===== src/rtl/cache_arb_pkg.sv =====
// Shared types and constants for the cache/memory arbiter.
// Covers the read/write FSM states, the rd_type codes and the requester ids.
package cache_arb_pkg;

  typedef enum logic [1:0] {
    R_IDLE = 2'd0,
    R_REQ  = 2'd1,
    R_DATA = 2'd2
  } rd_state_e;

  typedef enum logic [1:0] {
    W_IDLE = 2'd0,
    W_REQ  = 2'd1,
    W_WAIT = 2'd2
  } wr_state_e;

  localparam logic [2:0] RD_BYTE = 3'b000;
  localparam logic [2:0] RD_HALF = 3'b001;
  localparam logic [2:0] RD_WORD = 3'b010;
  localparam logic [2:0] RD_LINE = 3'b100;

  localparam logic OWN_IC = 1'b0;
  localparam logic OWN_DC = 1'b1;

endpackage


===== src/rtl/rr_arb2.sv =====
// Two-requester round-robin arbiter.
// The last-grant register moves only when a granted read completes.
module rr_arb2
  import cache_arb_pkg::*;
(
  input  logic       clk,
  input  logic       reset,
  input  logic [1:0] req,
  input  logic       done,
  input  logic       done_owner,
  output logic       grant_valid,
  output logic       grant_owner
);

  logic last_q;

  always_ff @(posedge clk or posedge reset) begin
    if (reset) begin
      last_q <= OWN_IC;
    end else if (done) begin
      last_q <= done_owner;
    end
  end

  // req[1] is dcache; with both asking, the one not served last wins
  assign grant_valid = |req;
  assign grant_owner = (req == 2'b11) ? ~last_q : req[1];

endmodule


===== src/rtl/cache_mem_arbiter.sv =====
// Merges icache and dcache traffic onto one bridge.
// Reads are serialized (icache/dcache round-robin); a single write is buffered and issued independently.
module cache_mem_arbiter
  import cache_arb_pkg::*;
#(
  parameter int LINE_BEATS = 4,
  parameter int WORD_BEATS = 1
) (
  input  logic         clk,
  input  logic         reset,
  input  logic         ic_rd_req,
  input  logic [2:0]   ic_rd_type,
  input  logic [31:0]  ic_rd_addr,
  output logic         ic_rd_rdy,
  output logic         ic_ret_valid,
  output logic         ic_ret_last,
  output logic [31:0]  ic_ret_data,
  input  logic         dc_rd_req,
  input  logic [2:0]   dc_rd_type,
  input  logic [31:0]  dc_rd_addr,
  output logic         dc_rd_rdy,
  output logic         dc_ret_valid,
  output logic         dc_ret_last,
  output logic [31:0]  dc_ret_data,
  input  logic         dc_wr_req,
  input  logic [2:0]   dc_wr_type,
  input  logic [31:0]  dc_wr_addr,
  input  logic [3:0]   dc_wr_wstrb,
  input  logic [127:0] dc_wr_data,
  output logic         dc_wr_rdy,
  output logic         m_rd_req,
  output logic [2:0]   m_rd_type,
  output logic [31:0]  m_rd_addr,
  input  logic         m_rd_rdy,
  input  logic         m_ret_valid,
  input  logic         m_ret_last,
  input  logic [31:0]  m_ret_data,
  output logic         m_wr_req,
  output logic [2:0]   m_wr_type,
  output logic [31:0]  m_wr_addr,
  output logic [3:0]   m_wr_wstrb,
  output logic [127:0] m_wr_data,
  input  logic         m_wr_rdy,
  input  logic         m_wr_done,
  output logic         proto_err
);

  localparam logic [3:0] LINE_N = 4'(LINE_BEATS);
  localparam logic [3:0] WORD_N = 4'(WORD_BEATS);

  rd_state_e      r_state;
  wr_state_e      w_state;
  logic           r_owner;
  logic [2:0]     r_type;
  logic [31:0]    r_addr;
  logic [2:0]     beat_cnt;
  logic [2:0]     w_type;
  logic [31:0]    w_addr;
  logic [3:0]     w_wstrb;
  logic [127:0]   w_data;
  logic           err_q;

  logic           wr_accept;
  logic           wr_busy;
  logic           ic_blk;
  logic           dc_blk;
  logic           grant_valid;
  logic           grant_owner;
  logic           rd_grant;
  logic           beat;
  logic           read_done;
  logic [3:0]     beat_num;
  logic [3:0]     exp_beats;
  logic           beat_err;
  logic           stray_err;
  logic           done_err;

  assign dc_wr_rdy = (w_state == W_IDLE);
  assign wr_accept = dc_wr_req && dc_wr_rdy;
  assign wr_busy   = (w_state != W_IDLE);

  // A read may not pass a buffered or just-accepted write to the same 16-byte line
  assign ic_blk = (wr_busy && (ic_rd_addr[31:4] == w_addr[31:4])) ||
                  (wr_accept && (ic_rd_addr[31:4] == dc_wr_addr[31:4]));
  assign dc_blk = (wr_busy && (dc_rd_addr[31:4] == w_addr[31:4])) ||
                  (wr_accept && (dc_rd_addr[31:4] == dc_wr_addr[31:4]));

  rr_arb2 u_arb (
    .clk         (clk),
    .reset       (reset),
    .req         ({dc_rd_req && !dc_blk, ic_rd_req && !ic_blk}),
    .done        (read_done),
    .done_owner  (r_owner),
    .grant_valid (grant_valid),
    .grant_owner (grant_owner)
  );

  assign rd_grant  = (r_state == R_IDLE) && grant_valid;
  assign ic_rd_rdy = rd_grant && (grant_owner == OWN_IC);
  assign dc_rd_rdy = rd_grant && (grant_owner == OWN_DC);

  assign m_rd_req  = (r_state == R_REQ);
  assign m_rd_type = r_type;
  assign m_rd_addr = r_addr;

  assign beat         = (r_state == R_DATA) && m_ret_valid;
  assign read_done    = beat && m_ret_last;
  assign ic_ret_valid = beat && (r_owner == OWN_IC);
  assign dc_ret_valid = beat && (r_owner == OWN_DC);
  assign ic_ret_last  = m_ret_last;
  assign dc_ret_last  = m_ret_last;
  assign ic_ret_data  = m_ret_data;
  assign dc_ret_data  = m_ret_data;

  // Last must land exactly on the expected beat count; beats at or past it without last are errors
  assign beat_num  = 4'(beat_cnt) + 4'd1;
  assign exp_beats = (r_type == RD_LINE) ? LINE_N : WORD_N;
  assign beat_err  = beat && (m_ret_last ? (beat_num != exp_beats) : (beat_num >= exp_beats));
  assign stray_err = m_ret_valid && (r_state != R_DATA);
  assign done_err  = m_wr_done && (w_state != W_WAIT);

  assign m_wr_req   = (w_state == W_REQ);
  assign m_wr_type  = w_type;
  assign m_wr_addr  = w_addr;
  assign m_wr_wstrb = w_wstrb;
  assign m_wr_data  = w_data;
  assign proto_err  = err_q;

  // Read FSM
  always_ff @(posedge clk or posedge reset) begin
    if (reset) begin
      r_state  <= R_IDLE;
      r_owner  <= OWN_IC;
      r_type   <= 3'b000;
      r_addr   <= 32'h0;
      beat_cnt <= 3'd0;
    end else begin
      case (r_state)
        R_IDLE: begin
          if (rd_grant) begin
            r_owner <= grant_owner;
            r_type  <= (grant_owner == OWN_DC) ? dc_rd_type : ic_rd_type;
            r_addr  <= (grant_owner == OWN_DC) ? dc_rd_addr : ic_rd_addr;
            r_state <= R_REQ;
          end
        end
        R_REQ: begin
          if (m_rd_rdy) begin
            beat_cnt <= 3'd0;
            r_state  <= R_DATA;
          end
        end
        R_DATA: begin
          if (m_ret_valid) begin
            beat_cnt <= beat_cnt + 3'd1;
            if (m_ret_last) begin
              r_state <= R_IDLE;
            end
          end
        end
        default: r_state <= R_IDLE;
      endcase
    end
  end

  // Write FSM
  always_ff @(posedge clk or posedge reset) begin
    if (reset) begin
      w_state <= W_IDLE;
      w_type  <= 3'b000;
      w_addr  <= 32'h0;
      w_wstrb <= 4'h0;
      w_data  <= 128'h0;
    end else begin
      case (w_state)
        W_IDLE: begin
          if (wr_accept) begin
            w_type  <= dc_wr_type;
            w_addr  <= dc_wr_addr;
            w_wstrb <= dc_wr_wstrb;
            w_data  <= dc_wr_data;
            w_state <= W_REQ;
          end
        end
        W_REQ:   if (m_wr_rdy)  w_state <= W_WAIT;
        W_WAIT:  if (m_wr_done) w_state <= W_IDLE;
        default: w_state <= W_IDLE;
      endcase
    end
  end

  // Sticky protocol error
  always_ff @(posedge clk or posedge reset) begin
    if (reset) begin
      err_q <= 1'b0;
    end else if (beat_err || stray_err || done_err) begin
      err_q <= 1'b1;
    end
  end

endmodule

===== config.mk =====
export PLATFORM = sky130hd
export DESIGN_NAME = cache_mem_arbiter
export DESIGN_NICKNAME = d
export VERILOG_FILES = /design/src/rtl/cache_arb_pkg.sv /design/src/rtl/rr_arb2.sv /design/src/rtl/cache_mem_arbiter.sv
export SDC_FILE = /design/constraint.sdc
export NUM_CORES = 1
export LEC_CHECK = 0
export ABC_AREA = 1
export CELL_PAD_IN_SITES_DETAIL_PLACEMENT = 0
export CELL_PAD_IN_SITES_GLOBAL_PLACEMENT = 1
export CORE_AREA = 4 4 214 216
export DETAILED_ROUTE_END_ITERATION = 8
export DIE_AREA = 0 0 218 220
export HOLD_SLACK_MARGIN = 0.15
export PLACE_DENSITY = 0.81
export SETUP_SLACK_MARGIN = 0.2
export SLEW_MARGIN = 15
export SYNTH_ARGS = -nofsm -noshare
export SYNTH_HDL_FRONTEND = slang
export SYNTH_SLANG_ARGS = --single-unit

===== constraint.sdc =====
create_clock -name clk -period 7.9 [get_ports clk]
set_input_delay 1.58 -clock clk [delete_from_list [all_inputs] [get_ports clk]]
set_output_delay 1.58 -clock clk [all_outputs]
set_load 0.02 [all_outputs]

==> results of run 1 <==
## per-layer routing
metal  track usage  part of all wire
met4        0.0556             0.029
met3        0.0614             0.098
met1         0.212              0.41
met5             0           0.00016
met2         0.283              0.47
## worst paths after layout
| check | from | to | slack [ps] | cells after the start |
|---|---|---|---|---|
| max | dc_wr_req | ic_rd_rdy | 1830 | 12 |
| min | m_wr_data[41] | m_wr_data[41] | 470 | 2 |
| max reg2reg | w_state[0] | m_wr_data[122] | 5150 | 8 |
| min reg2reg | m_wr_data[41] | m_wr_data[41] | 470 | 2 |
| max in group asynchronous | reset | m_rd_addr[0] | 5240 | 3 |
| min in group asynchronous | reset | m_wr_type[2] | 1570 | 2 |
## cells in the mapped netlist (12+ instances only)
| cell type | n |
|---|---|
| nand2_1 | 779 |
| dfrtp_1 | 212 |
| inv_1 | 70 |
| buf_4 | 66 |
| nor2_1 | 56 |
| nand3_1 | 50 |
| xnor2_1 | 37 |
| clkbuf_1 | 32 |
| xor2_1 | 29 |
| o21ai_0 | 24 |
| buf_2 | 12 |
| nand4_1 | 12 |
## kinds of logic after synthesis
kind of cell	count (synthesis)	share of synthesized area
xor+xnor	66	0.0536
flops	212	0.492
simple gates	917	0.335
compound gates	40	0.0216
fa+ha+maj	3	0.00348
buf+inv	193	0.0937
## stage by stage
step | total power (µW) | setup slack, ps
floorplan | 3600 | 526
global placement | 5190 | 1850
detailed placement | 5220 | 1800
CTS | 6570 | 1790
global route | 6900 | 1610
finish | 6460 | 1830
## flip-flops by register name, indices dropped and copies added, names as in the netlist
register,count
m_wr_addr,32
r_owner,1
m_wr_data,128
m_wr_type,3
beat_cnt,3
m_rd_addr,32
proto_err,1
u_arb.last_q,1
w_state,2
m_wr_wstrb,4
r_state,2
m_rd_type,3
## worst max-delay path, cell delays in order
cell	delay [ps]
clkdlybuf4s50_1	470
inv_2	70
nor2_8	520
nand2_1	110
nor2_1	150
nand2_1	60
nor2_1	110
nand2_1	90
nand4_2	130
buf_4	430
a21oi_1	170
clkdlybuf4s50_1	580
## final cells by class
type | count | share of cell area
Clock inverter | 4 | 0.00596
Multi-Input combinational cell | 1026 | 0.272
Sequential cell | 212 | 0.324
Inverter | 76 | 0.0180
Tap cell | 592 | 0.0452
Antenna cell | 3 | 0.000458
Clock buffer | 42 | 0.0496
Timing Repair Buffer | 467 | 0.285
## cell usage in the layout, fill, tap and decap left out, types with 2 or more instances in the layout
master	netlist	final
xnor2_1	37	37
nor3_1	6	6
nand3_2	2	2
nor2_1	56	56
nand2_1	779	779
clkbuf_16	0	27
ha_1	3	3
nand4_1	12	12
o31ai_1	2	2
or2_0	3	3
clkdlybuf4s50_1	0	458
nand2_2	2	2
a21oi_1	6	6
clkbuf_8	0	8
inv_2	6	5
clkbuf_1	32	7
diode_2	0	3
nand3_1	50	50
inv_1	70	69
bufinv_16	0	3
o22ai_1	2	2
buf_4	66	8
o21ai_0	24	24
xor2_1	29	29
dfrtp_1	212	212
## power by group through the flow
stage,Sequential (µW),Combinational (µW),Clock (µW)
6_report,1960,3220,1290
4_1_cts,1960,3270,1340
3_5_place_dp,1960,3260,0
5_1_grt,2030,3490,1380
2_1_floorplan,2530,1070,0
3_3_place_gp,1940,3240,0
==> flow_metrics.env, run 1 <==
export IMPL_p_leak_uw=0.00795
export IMPL_max_clock_freq_mhz=165
export IMPL_vias=10395
export IMPL_first_pass_iters=5
export IMPL_area_growth_pct=52.0
export IMPL_synthFlopType="dfrtp_1"
export IMPL_routed_wl_mm=43.2
export IMPL_gr_total_overflow=0
export IMPL_ys_seq_elements=212
export IMPL_path_clk_slew_ps=60
export IMPL_synth_area_per_cell_um2=7.53
export IMPL_synth_area_leader_cell="dfrtp_1"
export IMPL_fillers=4568
export IMPL_antenna_found_initial=5
export IMPL_syn_num_nets=1713
export IMPL_synth_seq_area_share=0.492
export IMPL_multi_input_area_mm2=0.00446
export IMPL_rsz0062_at_grt="no"
export IMPL_worst_setup_path_end_kind="output port"
export IMPL_fin_skew_ps=13.0
export IMPL_holdWs_ps=467
export IMPL_grt_pass1_vias=10657
export IMPL_cts_max_path_buffers=3
export IMPL_grt_pass1_wl_mm=64.1
export IMPL_power_density_mw_per_mm2=394
export IMPL_hp_class="reg2reg"
export IMPL_placedInstanceArea_mm2=0.0155
export IMPL_start_util=0.245
export IMPL_viasPerCell=4.29
export IMPL_sw_frac_of_total=0.418
export IMPL_antenna_left=0
export IMPL_fin_util=0.373
export IMPL_holdBufCountCts=0
export IMPL_gr_usage_all_layers=0.172
export IMPL_crit_type="in2out"
export IMPL_syn_area_mm2=0.0108
export IMPL_clock_latency_ps=540
export IMPL_status="complete, no violations"
export IMPL_ctsHtreeMaxLevel=1
export IMPL_dp_cells=2373
export IMPL_die_area_mm2=0.0480
export IMPL_finalHoldViolations=0
export IMPL_regArea_mm2=0.00531
export IMPL_num_rows=77
export IMPL_worstPathArrival_ps=4490
export IMPL_gp_congestion=0.844
export IMPL_die_y_um=220
export IMPL_numCtsBuffers=27
export IMPL_core_mm2=0.0439
export IMPL_final_cells=2422
export IMPL_dieWidth_um=218
export IMPL_drtIter0Drc=619
export IMPL_fin_nets=2092
export IMPL_cap_violations=0
export IMPL_critPathRequiredTime_ps=6320
export IMPL_final_area_mm2=0.0164
export IMPL_synth_area_leaders="dfrtp_1 (49%), nand2_1 (27%), buf_4 (4.6%), xnor2_1 (3.0%), inv_1 (2.4%)"
export IMPL_synth_edf_count=0
export IMPL_finalCritPeriodShare=0.769
export IMPL_layout_drive_gt1_share=0.0367
export IMPL_wire_per_inst_um=17.8
export IMPL_ios=555
export IMPL_cts_sinks=212
export IMPL_slew_viol_final=0
export IMPL_cts_setup_buffers=0
export IMPL_worstMarginPinSlew_ps=953
export IMPL_synthCells=1431
export IMPL_cts_tree="built"
export IMPL_synthArstFlopShare=1.00
export IMPL_switchingPower_uw=2700
export IMPL_pwr_share_clk=0.200
export IMPL_port_buffers=458
export IMPL_p_int_uw=3760
export IMPL_critical_path_max_fanout=44
export IMPL_cts_resized_gates=0
export IMPL_hpwl_mm=32.4
export IMPL_drc=0
export IMPL_finalSetupViolations=0
export IMPL_seqPwrFrac=0.303
export IMPL_cts_root_buf="clkbuf_16"
export IMPL_tns_ps=0
export IMPL_synth_cell_types=36
export IMPL_yosysTopAreaCellShare=0.492
export IMPL_slew_headroom=0.365
export IMPL_start_kind="input pin"
export IMPL_synth_warnings=0
export IMPL_ir_drop_v=0.000224
export IMPL_combinationalPowerShare=0.498
export IMPL_grt_max_degree=109
export IMPL_finalCriticalPeriod_ps=6070
Note: power is estimated with default switching activity, not from simulation.
==> run 2: changes to the inputs <==
--- a/config.mk
+++ b/config.mk
@@ -8,11 +8,11 @@
 export ABC_AREA = 1
 export CELL_PAD_IN_SITES_DETAIL_PLACEMENT = 0
 export CELL_PAD_IN_SITES_GLOBAL_PLACEMENT = 1
-export CORE_AREA = 4 4 214 216
+export CORE_MARGIN = 4
+export CORE_UTILIZATION = 25
 export DETAILED_ROUTE_END_ITERATION = 8
-export DIE_AREA = 0 0 218 220
 export HOLD_SLACK_MARGIN = 0.15
-export PLACE_DENSITY = 0.81
+export PLACE_DENSITY = 0.85
 export SETUP_SLACK_MARGIN = 0.2
 export SLEW_MARGIN = 15
 export SYNTH_ARGS = -nofsm -noshare
==> constraint.sdc (replaced) <==
create_clock -name clk -period 5.5 [get_ports clk]
set_input_delay 1.1 -clock clk [delete_from_list [all_inputs] [get_ports clk]]
set_output_delay 1.1 -clock clk [all_outputs]
set_load 0.02 [all_outputs]
==> run 2 against run 1 <==
  * Count of clock-buffer cells in the layout down 8
  * Core utilization is 1.2 points higher
  * Final cell count shrank 0.83%
  * Critical path type unchanged
==> flow_metrics.env, run 2 (synthesis gave the netlist of run 1 again) <==
export IMPL_slowest_delay_ps=660
export IMPL_viasPerCell=4.32
export IMPL_power_density_mw_per_mm2=562
export IMPL_grt_pass1_vias=10814
export IMPL_reg2reg_slack_ps=2810
export IMPL_start_kind="input pin"
export IMPL_critical_path_max_fanout=14
export IMPL_gr_total_overflow=0
export IMPL_critPathSlowestCell="clkdlybuf4s50_1"
export IMPL_cts_root_buf="clkbuf_16"
export IMPL_drtIter0Drc=552
export IMPL_finalCriticalPeriod_ps=4940
export IMPL_finalHoldViolations=0
export IMPL_antenna_cells=0
export IMPL_hp_class="reg2reg"
export IMPL_worstMarginPinSlew_ps=1010
export IMPL_ios=555
export IMPL_cts_setup_buffers=0
export IMPL_gp_congestion=0.855
export IMPL_wire_per_inst_um=18.2
export IMPL_fin_skew_ps=20.7
export IMPL_holdWs_ps=468
export IMPL_final_common_cell="nand2_1"
export IMPL_ctsHtreeMaxLevel=1
export IMPL_dp_cells=2359
export IMPL_crit_type="in2out"
export IMPL_drc=0
export IMPL_worst_setup_path_end_kind="output port"
export IMPL_p_leak_uw=0.00792
export IMPL_finalSetupViolations=0
export IMPL_path_buf_inv=2
export IMPL_status="complete, no violations"
export IMPL_die_area_mm2=0.0465
export IMPL_final_cells=2402
export IMPL_antenna_found_initial=4
export IMPL_cts_resized_gates=0
export IMPL_layout_drive_gt1_share=0.0367
export IMPL_cp_cell_sequence="clkdlybuf4s50_1 -> xnor2_1 -> nand2_1 -> nor2_1 -> nand2_1 -> nor2_1 -> nand2_1 -> nand4_2 -> nand2_4 -> nor2_1 -> clkdlybuf4s50_1"
export IMPL_num_rows=75
export IMPL_holdBufCountCts=0
export IMPL_grt_max_degree=180
export IMPL_numCtsBuffers=26
export IMPL_vias=10383
export IMPL_final_cell_mix="nand2_1 (779), clkdlybuf4s50_1 (458), dfrtp_1 (212)"
export IMPL_die_y_um=216
export IMPL_cts_tree="built"
export IMPL_port_buffers=458
export IMPL_fin_nets=2092
export IMPL_slew_headroom=0.329
export IMPL_cts_max_path_buffers=3
export IMPL_rsz0062_at_grt="no"
export IMPL_tns_ps=0
export IMPL_worstPathArrival_ps=3840
export IMPL_path_clk_slew_ps=60
export IMPL_first_pass_iters=5
export IMPL_critPathRequiredTime_ps=4400
export IMPL_antenna_left=0
export IMPL_start_util=0.255
export IMPL_cts_sinks=212
export IMPL_gr_usage_all_layers=0.182
export IMPL_hpwl_mm=32.5
export IMPL_cap_violations=0
export IMPL_fillers=4327
export IMPL_critPathTopFamily="buffers and inverters"
export IMPL_max_clock_freq_mhz=202
export IMPL_core_mm2=0.0423
export IMPL_grt_pass1_wl_mm=66.0
export IMPL_dieWidth_um=216
export IMPL_slew_viol_final=0
export IMPL_largest_reg_flops=128
export IMPL_ir_drop_v=0.000303
export IMPL_area_growth_pct=51.2
export IMPL_finalCritPeriodShare=0.898
export IMPL_routed_wl_mm=43.7
export IMPL_clock_latency_ps=540
[run 2: changes by cell type in the layout (fill, tap and decap cells not counted), sizes merged]
cell / previous run / this run
diode: 3 / 0
clkinv: 0 / 7
buf: 9 / 10
inv: 76 / 75
clkbuf: 42 / 34
bufinv: 3 / 2
[run 2: power breakdown]
group          switching [µW]  leakage, µW  internal (µW)
sequential                513      0.00262           2310
combinational            2680      0.00489           1960
clock                     690     0.000409           1010
total                    3890      0.00792           5270
[run 2: layer usage]
| metal | routed length, µm | vias to the layer above | share of wire | global-route usage |
|---|---|---|---|---|
| met4 | 1020 | 6 | 0.023 | 0.0447 |
| met1 | 17500 | 4819 | 0.40 | 0.218 |
| met5 | 34 | - | 0.00078 | 0 |
| met2 | 21100 | 460 | 0.48 | 0.312 |
| met3 | 4040 | 60 | 0.093 | 0.0639 |
| li1 | - | 5038 | - | - |
[run 2: layout make-up]
class	count	area, µm²	area share
inverters	76	292	0.0179
clock inverters	9	98.8	0.00606
repair buffers	468	4700	0.288
clock buffers	34	722	0.0443
flip-flops and latches	212	5310	0.325
multi-input cells	1026	4460	0.274
well taps	577	722	0.0443
[run 2: worst paths after layout]
| check | start | end | cells past startpoint |
|---|---|---|---|
| max | dc_wr_addr[8] | dc_rd_rdy | 11 |
| min | m_wr_data[6] | m_wr_data[6] | 2 |
| max reg2reg | w_state[0] | m_rd_addr[13] | 14 |
| min reg2reg | m_wr_data[6] | m_wr_data[6] | 2 |
| max in group asynchronous | reset | m_rd_addr[1] | 3 |
| min in group asynchronous | reset | m_wr_data[48] | 2 |
[run 2: worst reg2reg max path, stage by stage (launching register included)]
cell and delay, ps:
dfrtp_1 420, inv_2 90, nand2_2 100, nor2_8 140
nand2_1 70, nor2_1 260, nand2_1 100, nor2_1 110
nand2_1 100, nand4_2 390, buf_4 470, nand3_1 130
nand2_1 120, nand2_1 70, nand2_1 70
[run 2: stage by stage]
stage               cell area (µm²)  setup slack (ps)  power, µW   util
floorplan                     10800              1640       5170      -
global placement              15500               470       7490  0.366
detailed placement            15500               489       7550  0.366
CTS                           16300               480       9340  0.385
global route                  16300               359       9780  0.385
finish                        16300               558       9160  0.385
==> run 3: changes to the inputs <==
--- a/config.mk
+++ b/config.mk
@@ -8,11 +8,11 @@
 export ABC_AREA = 1
 export CELL_PAD_IN_SITES_DETAIL_PLACEMENT = 0
 export CELL_PAD_IN_SITES_GLOBAL_PLACEMENT = 1
-export CORE_MARGIN = 4
-export CORE_UTILIZATION = 25
+export CORE_AREA = 2 2 217 219
 export DETAILED_ROUTE_END_ITERATION = 8
+export DIE_AREA = 0 0 219 221
 export HOLD_SLACK_MARGIN = 0.15
-export PLACE_DENSITY = 0.85
+export PLACE_DENSITY = 0.81
 export SETUP_SLACK_MARGIN = 0.2
 export SLEW_MARGIN = 15
 export SYNTH_ARGS = -nofsm -noshare
==> run 3 against run 2 <==
  * Global-route usage is 0.95 points lower
  * Via count decreased by 0.14%
  * Design area increased by 1.0%
  * Largest power group unchanged
  * First-iteration DRC count rose by 23%
  * Critical path type unchanged
==> flow_metrics.env, run 3 (synthesis gave the netlist of run 1 again) <==
export IMPL_ctsHtreeMaxLevel=1
export IMPL_worstPathArrival_ps=3910
export IMPL_r2r_end="m_wr_data[52]"
export IMPL_viasPerCell=4.25
export IMPL_first_pass_iters=5
export IMPL_final_cell_mix="nand2_1 (779), clkdlybuf4s50_1 (458), dfrtp_1 (212)"
export IMPL_status="complete, no violations"
export IMPL_cts_root_buf="clkbuf_16"
export IMPL_clock_latency_ps=560
export IMPL_final_common_cell="nand2_1"
export IMPL_reg2reg_slack_ps=2640
export IMPL_critical_path_max_fanout=19
export IMPL_rsz0062_at_grt="no"
export IMPL_worst_setup_path_end_kind="output port"
export IMPL_grt_pass1_vias=10547
export IMPL_numCtsBuffers=27
export IMPL_crit_type="in2out"
export IMPL_gr_total_overflow=0
export IMPL_slew_viol_final=0
export IMPL_cts_sinks=212
export IMPL_cts_setup_buffers=0
export IMPL_largest_reg_flops=128
export IMPL_wire_per_inst_um=17.8
export IMPL_fin_skew_ps=11.1
export IMPL_setup_ws_ps=493
export IMPL_layout_drive_gt1_share=0.0431
export IMPL_path_clk_slew_ps=60
export IMPL_routed_wl_mm=43.3
export IMPL_finalCriticalPeriod_ps=5010
export IMPL_cts_tree="built"
export IMPL_die_area_mm2=0.0484
export IMPL_hp_class="reg2reg"
export IMPL_start_kind="input pin"
export IMPL_ios=555
export IMPL_worstReg2RegStart="w_state[1]"
export IMPL_finalCritPeriodShare=0.910
export IMPL_grt_max_degree=113
export IMPL_fin_util=0.357
export IMPL_tns_ps=0
export IMPL_antenna_left=0
export IMPL_holdBufCountCts=0
export IMPL_vias=10368
export IMPL_die_y_um=221
export IMPL_antenna_found_initial=7
export IMPL_gp_congestion=0.857
export IMPL_hold_depth=2
export IMPL_min_to="m_wr_data[39]"
export IMPL_num_rows=79
export IMPL_worstMarginPinSlew_ps=1190
export IMPL_start_util=0.234
export IMPL_port_buffers=458
export IMPL_grt_pass1_wl_mm=63.9
export IMPL_p_leak_uw=0.00798
export IMPL_finalHoldViolations=0
export IMPL_drc=0
export IMPL_cts_max_path_buffers=3
export IMPL_hpwl_mm=32.0
export IMPL_drtIter0Drc=677
export IMPL_dp_slack_ps=272
export IMPL_gr_usage_all_layers=0.172
export IMPL_reg2reg_depth=7
export IMPL_cts_resized_gates=0
export IMPL_core_mm2=0.0461
export IMPL_fin_nets=2096
export IMPL_critPathRequiredTime_ps=4400
export IMPL_finalSetupViolations=0
export IMPL_slew_headroom=0.209
export IMPL_power_density_mw_per_mm2=567
export IMPL_area_growth_pct=52.7
export IMPL_cap_violations=0
export IMPL_max_clock_freq_mhz=200
export IMPL_ir_drop_v=0.000294
export IMPL_dieWidth_um=219
export IMPL_min_from="m_wr_data[39]"
==> run 3: per-layer routing <==
| metal | global-route usage | wire [µm] | up-vias | part of all wire |
|---|---|---|---|---|
| li1 | - | - | 5050 | - |
| met1 | 0.201 | 17000 | 4786 | 0.39 |
| met2 | 0.296 | 21100 | 455 | 0.49 |
| met3 | 0.0609 | 4160 | 69 | 0.096 |
| met4 | 0.0490 | 1060 | 8 | 0.024 |
| met5 | 0 | 52 | - | 0.0012 |
==> run 3: power breakdown <==
part           switching [µW]  internal (µW)  leakage [µW]
clock network             737           1130      0.000460
logic                    2680           1960       0.00490
registers                 509           2310       0.00262
total                    3930           5400       0.00798
==> run 3: layout make-up <==
type,instances,area [µm²]
multi-input cells,1027,4470
repair buffers,470,4700
well taps,607,759
clock inverters,13,156
diodes,2,5.00
fillers,4816,29600
flip-flops and latches,212,5310
clock buffers,35,776
inverters,76,292
==> run 3: worst max-delay path: stages <==
cell	delay, ps
clkdlybuf4s50_1	630
nand2_1	90
nand4_1	100
nor2_1	80
nand2_1	90
nor2_1	50
nand2_1	80
nand2_1	160
nor2_4	650
nand2_4	80
nor2_1	160
clkdlybuf4s50_1	630
==> run 3: how the worst max path moves through the flow <==
stage | depth (start not counted) | slack [ps] | endpoint | from
final | 12 | 490 | dc_rd_rdy | dc_rd_addr[9]
after global routing | 12 | 310 | dc_rd_rdy | dc_rd_addr[5]
after CTS | 11 | 260 | dc_rd_rdy | dc_rd_addr[26]
after detailed placement | 11 | 270 | dc_rd_rdy | dc_rd_addr[26]
after global placement | 11 | 290 | dc_rd_rdy | dc_rd_addr[26]
after floorplan | 1 | 1640 | beat_cnt[0] | reset
==> run 3: stage by stage <==
step	std cells	cell area (µm²)	hold slack [ps]	total power, µW
final	2442	16500	469	9330
after detailed placement	2391	15500	458	7540
after global placement	2391	15500	452	7480
after floorplan	1431	10800	474	5170
after CTS	2439	16500	472	9490
after global routing	2441	16500	491	9930
